$ cat config.mk
export PLATFORM = sky130hd
export DESIGN_NAME = branch_redirect_ctrl
export DESIGN_NICKNAME = d
export VERILOG_FILES = /design/src/rtl/branch_pkg.sv /design/src/rtl/branch_redirect_ctrl_sel.sv /design/src/rtl/branch_redirect_ctrl.sv
export SDC_FILE = /design/constraint.sdc
export NUM_CORES = 1
export LEC_CHECK = 0
export CAP_MARGIN = 30
export CORE_UTILIZATION = 30
export DETAILED_ROUTE_END_ITERATION = 10
export PLACE_DENSITY = 0.66
export SYNTH_ARGS = -nofsm -noshare
export SYNTH_HDL_FRONTEND = slang
export SYNTH_HIERARCHICAL = 1
export SYNTH_SLANG_ARGS = --single-unit
$ cat constraint.sdc
create_clock -name CLK -period 5.2 [get_ports CLK]
set_clock_uncertainty 0.15 [all_clocks]
set_input_delay 1.04 -clock CLK [delete_from_list [all_inputs] [get_ports CLK]]
set_output_delay 1.04 -clock CLK [all_outputs]
set_load 0.03 [all_outputs]
$ cat src/rtl/branch_pkg.sv
// Shared types and constants for the branch redirect controller.
//   pc_sel_t      : PC mux select encoding driven on pc_sel
//   redir_state_t : redirect sequencer states
//   FLUSH_CNT_W   : width of the post-redirect flush counter
package branch_pkg;

  localparam int unsigned FLUSH_CNT_W = 3;

  typedef enum logic [1:0] {
    PC_PLUS4  = 2'd0,
    PC_JALR   = 2'd1,
    PC_BRANCH = 2'd2,
    PC_JAL    = 2'd3
  } pc_sel_t;

  typedef enum logic [1:0] {
    RUN   = 2'd0,
    HOLD  = 2'd1,
    FLUSH = 2'd2
  } redir_state_t;

endpackage

$ cat src/rtl/branch_redirect_ctrl_sel.sv
// Combinational redirect selection for the EX-stage instruction.
// Applies jal > jalr > branch priority, clears jalr target bit 0 and
// flags targets that are not 4-byte aligned.
// Ports:
//   ex_valid_i, ex_is_*_i, br_taken_i : EX decode / compare flags
//   *_tgt_i                           : candidate targets
//   req_c_o      : EX instruction requests a redirect
//   misalign_c_o : selected target is not 4-byte aligned
//   tgt_c_o      : selected target
//   code_c_o     : pc_sel code for the selected target
module redirect_sel
  import branch_pkg::*;
#(
  parameter int unsigned XLEN = 32
) (
  input  logic            ex_valid_i,
  input  logic            ex_is_branch_i,
  input  logic            ex_is_jal_i,
  input  logic            ex_is_jalr_i,
  input  logic            br_taken_i,
  input  logic [XLEN-1:0] branch_tgt_i,
  input  logic [XLEN-1:0] jal_tgt_i,
  input  logic [XLEN-1:0] jalr_tgt_i,
  output logic            req_c_o,
  output logic            misalign_c_o,
  output logic [XLEN-1:0] tgt_c_o,
  output pc_sel_t         code_c_o
);

  logic [XLEN-1:0] jalr_clr;

  // jalr ignores bit 0 of the computed address
  assign jalr_clr = {jalr_tgt_i[XLEN-1:1], 1'b0};

  // Priority select; misalignment is judged on the final target
  always_comb begin
    req_c_o  = 1'b0;
    tgt_c_o  = '0;
    code_c_o = PC_PLUS4;
    if (ex_valid_i) begin
      if (ex_is_jal_i) begin
        req_c_o  = 1'b1;
        tgt_c_o  = jal_tgt_i;
        code_c_o = PC_JAL;
      end else if (ex_is_jalr_i) begin
        req_c_o  = 1'b1;
        tgt_c_o  = jalr_clr;
        code_c_o = PC_JALR;
      end else if (ex_is_branch_i && br_taken_i) begin
        req_c_o  = 1'b1;
        tgt_c_o  = branch_tgt_i;
        code_c_o = PC_BRANCH;
      end
    end
    misalign_c_o = req_c_o && (tgt_c_o[1:0] != 2'b00);
  end

endmodule

$ cat src/rtl/branch_redirect_ctrl.sv
// Branch / jump redirect sequencer between EX and the front end.
// Registers the next-PC select and target, pulses pc_redirect, holds a
// redirect across stalls and keeps the front-end flushes asserted for
// FLUSH_CYCLES cycles. Every output appears one cycle after its cause.
// Ports:
//   CLK, RST_N                 : clock, synchronous active-low reset
//   ex_*, br_taken, *_tgt      : EX-stage control-flow information
//   stall                      : pipeline stall
//   pc_sel, redirect_pc        : PC mux select and redirect target
//   pc_redirect, misalign_exc  : one-cycle pulses
//   flush_if_id, flush_id_ex   : front-end kill
//   busy                       : controller in HOLD or FLUSH
// Build option BRANCH_PERF_CNT_EN adds perf_redirects, perf_br_taken and
// perf_misalign event counters.
module branch_redirect_ctrl
  import branch_pkg::*;
#(
  parameter int unsigned FLUSH_CYCLES = 2,
  parameter int unsigned XLEN         = 32
) (
  input  logic            CLK,
  input  logic            RST_N,
  input  logic            ex_valid,
  input  logic            ex_is_branch,
  input  logic            ex_is_jal,
  input  logic            ex_is_jalr,
  input  logic            br_taken,
  input  logic [XLEN-1:0] branch_tgt,
  input  logic [XLEN-1:0] jal_tgt,
  input  logic [XLEN-1:0] jalr_tgt,
  input  logic            stall,
  output logic [1:0]      pc_sel,
  output logic [XLEN-1:0] redirect_pc,
  output logic            pc_redirect,
  output logic            flush_if_id,
  output logic            flush_id_ex,
  output logic            misalign_exc,
  output logic            busy
`ifdef BRANCH_PERF_CNT_EN
  ,
  output logic [31:0]     perf_redirects,
  output logic [31:0]     perf_br_taken,
  output logic [31:0]     perf_misalign
`endif
);

  localparam logic [FLUSH_CNT_W-1:0] FLUSH_INIT = FLUSH_CNT_W'(FLUSH_CYCLES - 1);

  logic            sel_req;
  logic            sel_mis;
  logic [XLEN-1:0] sel_tgt;
  pc_sel_t         sel_code;

  redir_state_t           state_q, state_d;
  logic [FLUSH_CNT_W-1:0] cnt_q, cnt_d;
  logic [XLEN-1:0]        hold_tgt_q, hold_tgt_d;
  pc_sel_t                hold_sel_q, hold_sel_d;
  pc_sel_t                pc_sel_q, pc_sel_d;
  logic [XLEN-1:0]        redirect_pc_q, redirect_pc_d;
  logic                   pc_redirect_q, pc_redirect_d;
  logic                   flush_q, flush_d;
  logic                   misalign_q, misalign_d;
  logic                   busy_q, busy_d;

  logic                   issue;
  logic [XLEN-1:0]        issue_tgt;
  pc_sel_t                issue_sel;

  redirect_sel #(.XLEN(XLEN)) u_sel (
    .ex_valid_i     (ex_valid),
    .ex_is_branch_i (ex_is_branch),
    .ex_is_jal_i    (ex_is_jal),
    .ex_is_jalr_i   (ex_is_jalr),
    .br_taken_i     (br_taken),
    .branch_tgt_i   (branch_tgt),
    .jal_tgt_i      (jal_tgt),
    .jalr_tgt_i     (jalr_tgt),
    .req_c_o        (sel_req),
    .misalign_c_o   (sel_mis),
    .tgt_c_o        (sel_tgt),
    .code_c_o       (sel_code)
  );

  // Next-state and next-output logic
  always_comb begin
    state_d       = state_q;
    cnt_d         = cnt_q;
    hold_tgt_d    = hold_tgt_q;
    hold_sel_d    = hold_sel_q;
    pc_sel_d      = PC_PLUS4;
    redirect_pc_d = redirect_pc_q;
    pc_redirect_d = 1'b0;
    flush_d       = 1'b0;
    misalign_d    = 1'b0;
    busy_d        = 1'b0;
    issue         = 1'b0;
    issue_tgt     = sel_tgt;
    issue_sel     = sel_code;

    unique case (state_q)
      RUN: begin
        if (sel_req) begin
          if (sel_mis) begin
            misalign_d = 1'b1;
          end else if (stall) begin
            hold_tgt_d = sel_tgt;
            hold_sel_d = sel_code;
            state_d    = HOLD;
          end else begin
            issue = 1'b1;
          end
        end
      end
      HOLD: begin
        // EX is frozen on the latched instruction; only stall matters
        if (stall) begin
          busy_d = 1'b1;
        end else begin
          issue     = 1'b1;
          issue_tgt = hold_tgt_q;
          issue_sel = hold_sel_q;
        end
      end
      FLUSH: begin
        // Wrong-path EX requests and stall are both ignored here
        busy_d  = 1'b1;
        flush_d = 1'b1;
        cnt_d   = cnt_q - FLUSH_CNT_W'(1);
        if (cnt_q <= FLUSH_CNT_W'(1)) begin
          state_d = RUN;
        end
      end
      default: state_d = RUN;
    endcase

    if (issue) begin
      pc_redirect_d = 1'b1;
      redirect_pc_d = issue_tgt;
      pc_sel_d      = issue_sel;
      flush_d       = 1'b1;
      if (FLUSH_INIT != '0) begin
        state_d = FLUSH;
        cnt_d   = FLUSH_INIT;
      end else begin
        state_d = RUN;
      end
    end
  end

  // State and output registers
  always_ff @(posedge CLK) begin
    if (!RST_N) begin
      state_q       <= RUN;
      cnt_q         <= '0;
      hold_tgt_q    <= '0;
      hold_sel_q    <= PC_PLUS4;
      pc_sel_q      <= PC_PLUS4;
      redirect_pc_q <= '0;
      pc_redirect_q <= 1'b0;
      flush_q       <= 1'b0;
      misalign_q    <= 1'b0;
      busy_q        <= 1'b0;
    end else begin
      state_q       <= state_d;
      cnt_q         <= cnt_d;
      hold_tgt_q    <= hold_tgt_d;
      hold_sel_q    <= hold_sel_d;
      pc_sel_q      <= pc_sel_d;
      redirect_pc_q <= redirect_pc_d;
      pc_redirect_q <= pc_redirect_d;
      flush_q       <= flush_d;
      misalign_q    <= misalign_d;
      busy_q        <= busy_d;
    end
  end

  assign pc_sel       = pc_sel_q;
  assign redirect_pc  = redirect_pc_q;
  assign pc_redirect  = pc_redirect_q;
  assign flush_if_id  = flush_q;
  assign flush_id_ex  = flush_q;
  assign misalign_exc = misalign_q;
  assign busy         = busy_q;

`ifdef BRANCH_PERF_CNT_EN
  localparam int unsigned PERF_W = 32;

  logic [PERF_W-1:0] perf_redir_q, perf_br_q, perf_mis_q;
  logic              br_taken_evt;

  // A taken branch counts when the controller actually accepts it from EX
  assign br_taken_evt = (state_q == RUN) && sel_req && (sel_code == PC_BRANCH);

  // Event counters, wrapping naturally
  always_ff @(posedge CLK) begin
    if (!RST_N) begin
      perf_redir_q <= '0;
      perf_br_q    <= '0;
      perf_mis_q   <= '0;
    end else begin
      perf_redir_q <= perf_redir_q + PERF_W'(pc_redirect_d);
      perf_br_q    <= perf_br_q + PERF_W'(br_taken_evt);
      perf_mis_q   <= perf_mis_q + PERF_W'(misalign_d);
    end
  end

  assign perf_redirects = perf_redir_q;
  assign perf_br_taken  = perf_br_q;
  assign perf_misalign  = perf_mis_q;
`endif

endmodule

# [After elaboration in Yosys (flattened, before gate mapping)]
# Index checks and enable logic that the tools add are counted.
[word_totals] reg_bits=77 in_bits=104 output_inout_bits=39 wordCells=73
[classes] addsub=1 order_cmp=1 n_eq_ne=11 n_mux=34 bitwise_logic=3 n_reduce_logical=11
[op_table] cell="two-way mux 32 bit" n=6
[op_table] cell="two-way mux 2 bit" n=11
[op_table] cell="two-way mux 1 bit" n=14
[op_table] cell="inequality test 3 bit, second input constant" n=4
[op_table] cell="inequality test 2 bit, second input constant" n=5
[op_table] cell="AND reduction 5 bit" n=2
[op_table] cell="one-hot mux 2 bit (3 select lines)" n=1
[op_table] cell="AND reduction 3 bit" n=2
[op_table] cell="one-hot mux 1 bit (2 select lines)" n=2
[op_table] cell="nonzero test 2 bit" n=2
[op_table] cell="<= comparator 3 x 1 -> 1 bit, second input constant" n=1
[op_table] cell="inverter 1 bit" n=3
[op_table] cell="subtractor 3 x 1 -> 3 bit, second input constant" n=1
[op_table] cell="equality test 2 x 1 -> 1 bit, second input constant" n=1
[op_table] cell="equality test 2 bit, second input constant" n=1
[op_table] cell="logical AND 1 bit" n=2
[op_table] cell="zero test 2 bit" n=1
[op_table] cell="AND reduction 2 bit" n=1
[op_table] cell="OR reduction 2 bit" n=1

# [Depth between registers and ports, before layout]
[depth] depth_word=12 ltp_mapped=11 depth_no_buf=7

# [By module]
# The synthesis kept the hierarchy.
[by_module_without_submodules] mod="branch_redirect_ctrl" instances=1 cells_per_inst=310 area_per_inst_um2=3104.2 seq_area_each_um2=1541.5
[by_module_without_submodules] mod="redirect_sel" instances=1 cells_per_inst=122 area_per_inst_um2=910.9 seq_area_each_um2=0.0

# [Least setup slack after synthesis]
# OpenSTA, ideal clock, no wires.
[synth_path] kind="input-to-reg" startpoint="input port ex_is_jalr" endpoint="register redirect_pc_q[0] (netlist: redirect_pc[0])" setup_ps=119 t_arrival_ps=2647 required_time_ps=4931 slack_ps=2284 stages=11 path_buffers=4 path_cell_list="buf_4 > and3b_1 > buf_6 > a31oi_1 > a21boi_0 > nand3b_1 > a21oi_2 > nor2b_1 > buf_2 > buf_6 > o2bb2ai_1"
[synth_via] elab_chain_len=8 word_cells_on_any_way=13 cone_classes="mux (11); reduce/logical (2)"
[synth_rtl] item="start, declared" line_no="branch_redirect_ctrl.sv:26" source="input logic ex_is_jalr,"
[synth_rtl] item="two-way mux 32 bit" line_no="branch_redirect_ctrl_sel.sv:45" source="end else if (ex_is_jalr_i) begin"
[synth_rtl] item="two-way mux 32 bit" line_no="branch_redirect_ctrl_sel.sv:41" source="if (ex_is_jal_i) begin"
[synth_rtl] item="two-way mux 32 bit" line_no="branch_redirect_ctrl_sel.sv:40" source="if (ex_valid_i) begin"
[synth_rtl] item="nonzero test 2 bit" line_no="branch_redirect_ctrl_sel.sv:55" source="misalign_c_o = req_c_o && (tgt_c_o[1:0] != 2'b00);"
[synth_rtl] item="logical AND 1 bit *" line_no="branch_redirect_ctrl_sel.sv:55"
[synth_rtl] item="net sel_mis" line_no="branch_redirect_ctrl.sv:50" source="logic sel_mis;"
[synth_rtl] item="two-way mux 1 bit *" line_no="branch_redirect_ctrl.sv:103" source="if (sel_mis) begin"
[synth_rtl] item="two-way mux 1 bit *" line_no="branch_redirect_ctrl.sv:102" source="if (sel_req) begin"
[synth_rtl] item="one-hot mux 1 bit (2 select lines) *" line_no="branch_redirect_ctrl.sv:100" source="unique case (state_q)"
[synth_rtl] item="end signal, assigned" line_no="branch_redirect_ctrl.sv:169" source="redirect_pc_q <= redirect_pc_d;"
[synth_rtl] item="end, declared" line_no="branch_redirect_ctrl.sv:59" source="logic [XLEN-1:0] redirect_pc_q, redirect_pc_d;"
# Mark *: on every way through the listed nets, which the timed path passes. The rest lies on a longest branch.
# A chain may end at the register's enable or synchronous reset.

# [Worst setup path after layout]
[layout_path] startpoint="input port ex_valid" endpoint="register state_q[0]"
[layout_via] word_cells_on_any_way=11 cone_classes="eq/ne (2); mux (5); reduce/logical (4)"
[layout_lines] item="start, declared" line_no="branch_redirect_ctrl.sv:23" source="input logic ex_valid,"
[layout_lines] item="two-way mux 1 bit *" line_no="branch_redirect_ctrl_sel.sv:40"
[layout_lines] item="net sel_req" line_no="branch_redirect_ctrl.sv:49" source="logic sel_req;"
[layout_lines] item="logical AND 1 bit *" line_no="branch_redirect_ctrl_sel.sv:55"
[layout_lines] item="net sel_mis" line_no="branch_redirect_ctrl.sv:50"
[layout_lines] item="two-way mux 1 bit" line_no="branch_redirect_ctrl.sv:103"
[layout_lines] item="two-way mux 1 bit" line_no="branch_redirect_ctrl.sv:102"
[layout_lines] item="one-hot mux 1 bit (2 select lines)" line_no="branch_redirect_ctrl.sv:100"
[layout_lines] item="OR reduction 2 bit (no source line)"
[layout_lines] item="end signal, assigned" line_no="branch_redirect_ctrl.sv:164" source="state_q <= state_d;"
[layout_lines] item="end, declared" line_no="branch_redirect_ctrl.sv:54" source="redir_state_t state_q, state_d;"
# Marked as above.

==> reports/qor.yml <==
logic_synthesis:
  post_synthesis_adder_cell_area_fraction_pct: 1.56
  synth_top_cell_by_area: "sky130_fd_sc_hd__dfxtp_1"
  post_synthesis_simple_gate_area_fraction_pct: 12.7
  ys_async_sr_fraction_pct: 0
  muxShareOfSynthArea_pct: 8.48
  synth_edf_count: 0
  synth_most_common_cell: "sky130_fd_sc_hd__dfxtp_1"
  synth_cell_area_um2: 4020
  synthesis.nets: 541
  largest_family_of_logic_cells_by_synthesized_area: "compound AO/OA/AOI/OAI gates"
  synth-xor-area-share_pct: 0.436
  synthesis.instances: 432
  synthDistinctLibCells: 37
  synth.cells.most_frequent: "sky130_fd_sc_hd__dfxtp_1 (77), sky130_fd_sc_hd__nand2_1 (72), sky130_fd_sc_hd__a21boi_0 (35)"
  synth.yosys.seq_area_share_pct: 38.4
  netlist_top_cells_area: "sky130_fd_sc_hd__dfxtp_1 (38%), sky130_fd_sc_hd__a221oi_2 (11%), sky130_fd_sc_hd__mux2i_1 (8.5%), sky130_fd_sc_hd__o2bb2ai_1 (7.0%), sky130_fd_sc_hd__nand2_1 (6.7%)"
  flops_latches_synth: 77
  ys.flop_type: "sky130_fd_sc_hd__dfxtp_1"
  average_cell_area_after_synthesis_um2: 9.29
  synthesis.yosys.warnings: 6
  netlist.area_leader.share_pct: 38.4
  synth-compound-area-share_pct: 31.4
power:
  peakVddDrop_mv: 0.181
  pwr_density_cell_nw_per_um2: 277
  total_power_mw: 1.60
  power.static_leakage_nw: 2.25
timing:
  final_max_slew_viol_count: 0
  achievable-frequency_ghz: 0.252
  hold_viol: 0
  final_period_minus_worst_setup_slack_ns: 3.97
  timing.setup.tns_ns: 0
  hold_slack_ns: 0.310
  setup_repair_after_global_routing_missed_its_margin: "false"
  setup_violations: 0
  min_period_over_period_pct: 76.3
  max_slew.worst_pin.slew_ns: 0.961
  worst_slew_margin_rel_pct: 35.8
status:
  outcome: "complete, no violations"
cells_and_area:
  finalNonFillerCells: 728
  final_core_util_pct: 45.2
  fin_nets: 661
  layout-area-overhead-vs-synth_pct: 44.3
  insertedDiodeCount: 0
  layout_cells_sized_above_1_pct: 11.2
critical_path:
  worst_endpoint_data_arrival_time_ns: 4.08
  critical_path_class: "input pin to flip-flop"
  timing.critical_path.required_ns: 5.31
  critical_path_max_stage_delay_ns: 0.87
  critPathSlowestCell: "sky130_fd_sc_hd__clkdlybuf4s50_1"
  worst-path-max-fanout: 35
  worst_setup_path_start_kind: "input pin"
  crit_path_cell_trace: "clkdlybuf4s50_1 -> nor2b_1 -> a21boi_0 -> nand3b_1 -> a21oi_2 -> nor2b_4 -> o211a_1"
  worstSetupEndpointType: "flip-flop"
global_routing:
  grt_antenna_before_repair: 0
  largest_net_degree_at_the_start_of_global_routing: 42
  grt_pass1_vias: 3710
  grt.overflow.total: 0
  grt.total_usage_pct: 17.6
  grt_pass1_wl_um: 19500
clocking:
  numCtsBuffers: 9
  ctsRootBufferMaster: "sky130_fd_sc_hd__clkbuf_16"
  h-tree-depth: 3
  post_cts.resized_instances: 0
  cts_buffer_depth: 2
  worst_skew_pair.late_latency_ns: 0.32
  tritoncts_num_sinks: 77
  clkTransAtPathRegs_ns: 0.06
  cts_setup_buffers: 0
  holdBufCountCts: 0
  clock_tree_from_tritoncts: "built"
drt:
  route.final.wire_length_um: 12000
  number_of_nets_with_antenna_violations_after_detailed_routing: 0
  drt_pre_antenna_iters: 4
  drcViolationCount: 0
  viasPerCell: 5.06
  detailroute.via_count: 3681
  detail_route.iter0.violations: 170
  wl_per_cell_um: 16.5
die:
  fp.coreArea_um2: 12800
  io-pin-count: 143
  placementRows: 41
  fp.dieW_um: 118
  design.die.area_um2: 13800
  die_h_um: 118
  initial_utilization_pct: 31.3
placed_design:
  port_buffers: 141
  place.detailed.instances: 713
  gp_routability_congestion: 0.794
  hpwl_reported_at_the_end_of_detailed_placement_um: 8310
min_path:
  worst_hold_path_type: "flip-flop to flip-flop"
run:
  cap_violations: 0
[state kept, by name, summed over array words and instances, names as in the netlist]
name	flops
hold_tgt_q	32
redirect_pc	32
cnt_q	3
hold_sel_q	2
pc_sel	2
state_q	2
busy	1
flush_id_ex	1
misalign_exc	1
pc_redirect	1
[placed cells by master, fill, tap and decap left out, types with 2 or more instances in the layout]
cell / netlist / layout
sky130_fd_sc_hd__and4b_1: 2 / 2
sky130_fd_sc_hd__bufinv_16: 0 / 2
sky130_fd_sc_hd__a211oi_1: 2 / 2
sky130_fd_sc_hd__o21ai_0: 31 / 31
sky130_fd_sc_hd__o211a_1: 2 / 2
sky130_fd_sc_hd__mux2i_1: 34 / 34
sky130_fd_sc_hd__nand2_1: 72 / 72
sky130_fd_sc_hd__ha_1: 5 / 5
sky130_fd_sc_hd__o21a_1: 5 / 5
sky130_fd_sc_hd__nand3b_1: 2 / 2
sky130_fd_sc_hd__and2_1: 2 / 2
sky130_fd_sc_hd__clkinv_2: 0 / 3
sky130_fd_sc_hd__o2bb2ai_1: 32 / 32
sky130_fd_sc_hd__a221oi_2: 29 / 29
sky130_fd_sc_hd__inv_1: 8 / 8
sky130_fd_sc_hd__buf_2: 12 / 2
sky130_fd_sc_hd__nor2b_1: 3 / 2
sky130_fd_sc_hd__nor2_1: 33 / 33
sky130_fd_sc_hd__buf_4: 5 / 9
sky130_fd_sc_hd__clkdlybuf4s50_1: 0 / 139
sky130_fd_sc_hd__dfxtp_1: 77 / 77
sky130_fd_sc_hd__clkbuf_16: 0 / 9
sky130_fd_sc_hd__a21boi_0: 35 / 35
[power breakdown]
| part | total [mW] | leakage (nW) | switching [mW] | internal (mW) |
|---|---|---|---|---|
| combinational | 0.322 | 1.47 | 0.164 | 0.157 |
| clock | 0.653 | 0.158 | 0.225 | 0.428 |
| sequential | 0.629 | 0.624 | 0.0140 | 0.615 |
| total | 1.60 | 2.25 | 0.404 | 1.20 |
[routing by layer]
metal | GRT usage, % | vias to the layer above | share of wire (%)
met5 | 0 | - | 0
li1 | - | 1793 | -
met1 | 21.0 | 1764 | 44
met2 | 30.3 | 112 | 48
met3 | 5.62 | 12 | 6.6
met4 | 4.49 | 0 | 1.3
[cell families (layout without fill, tap and decap cells)]
| group | count (synthesis) | count (layout) |
|---|---|---|
| AO/OA/AOI/OAI | 143 | 143 |
| AND/OR/NAND/NOR | 121 | 121 |
| flip-flops | 77 | 77 |
| buffers and inverters | 50 | 174 |
| multiplexers | 34 | 34 |
| adder cells (fa/ha/maj) | 5 | 5 |
| XOR/XNOR | 2 | 2 |
[metrics by stage]
| step | setup WS [ns] | instance area, um^2 |
|---|---|---|
| 5_1_grt | 0.895 | 5790 |
| 2_1_floorplan | 2.28 | 4020 |
| 6_report | 1.23 | 5790 |
| 3_3_place_gp | 1.03 | 5460 |
| 3_5_place_dp | 0.907 | 5480 |
| 4_1_cts | 1.22 | 5790 |
[critical path: cells and delay by family]
| kind | cells | cell delay, ns |
|---|---|---|
| compound gates | 3 | 0.81 |
| simple gates | 3 | 1.36 |
| buf+inv | 1 | 0.87 |
[final cells by class]
class | count | area [um^2]
clock inverter | 5 | 75.1
sequential | 77 | 1540
fill | 1265 | 7030
inverter | 8 | 30.0
multi-input combinational | 305 | 2200
tap | 172 | 215
timing repair buffer | 151 | 1490
clock buffer | 10 | 239
[worst paths after layout]
path                      to  cells after the start            start  slack [ns]
max               state_q[0]                      7         ex_valid        1.23
min          redirect_pc[30]                      1  redirect_pc[30]        0.31
max reg2reg  redirect_pc[19]                      6       state_q[1]        3.00
min reg2reg  redirect_pc[30]                      1  redirect_pc[30]        0.31
Power figures use the tool's default switching activity.
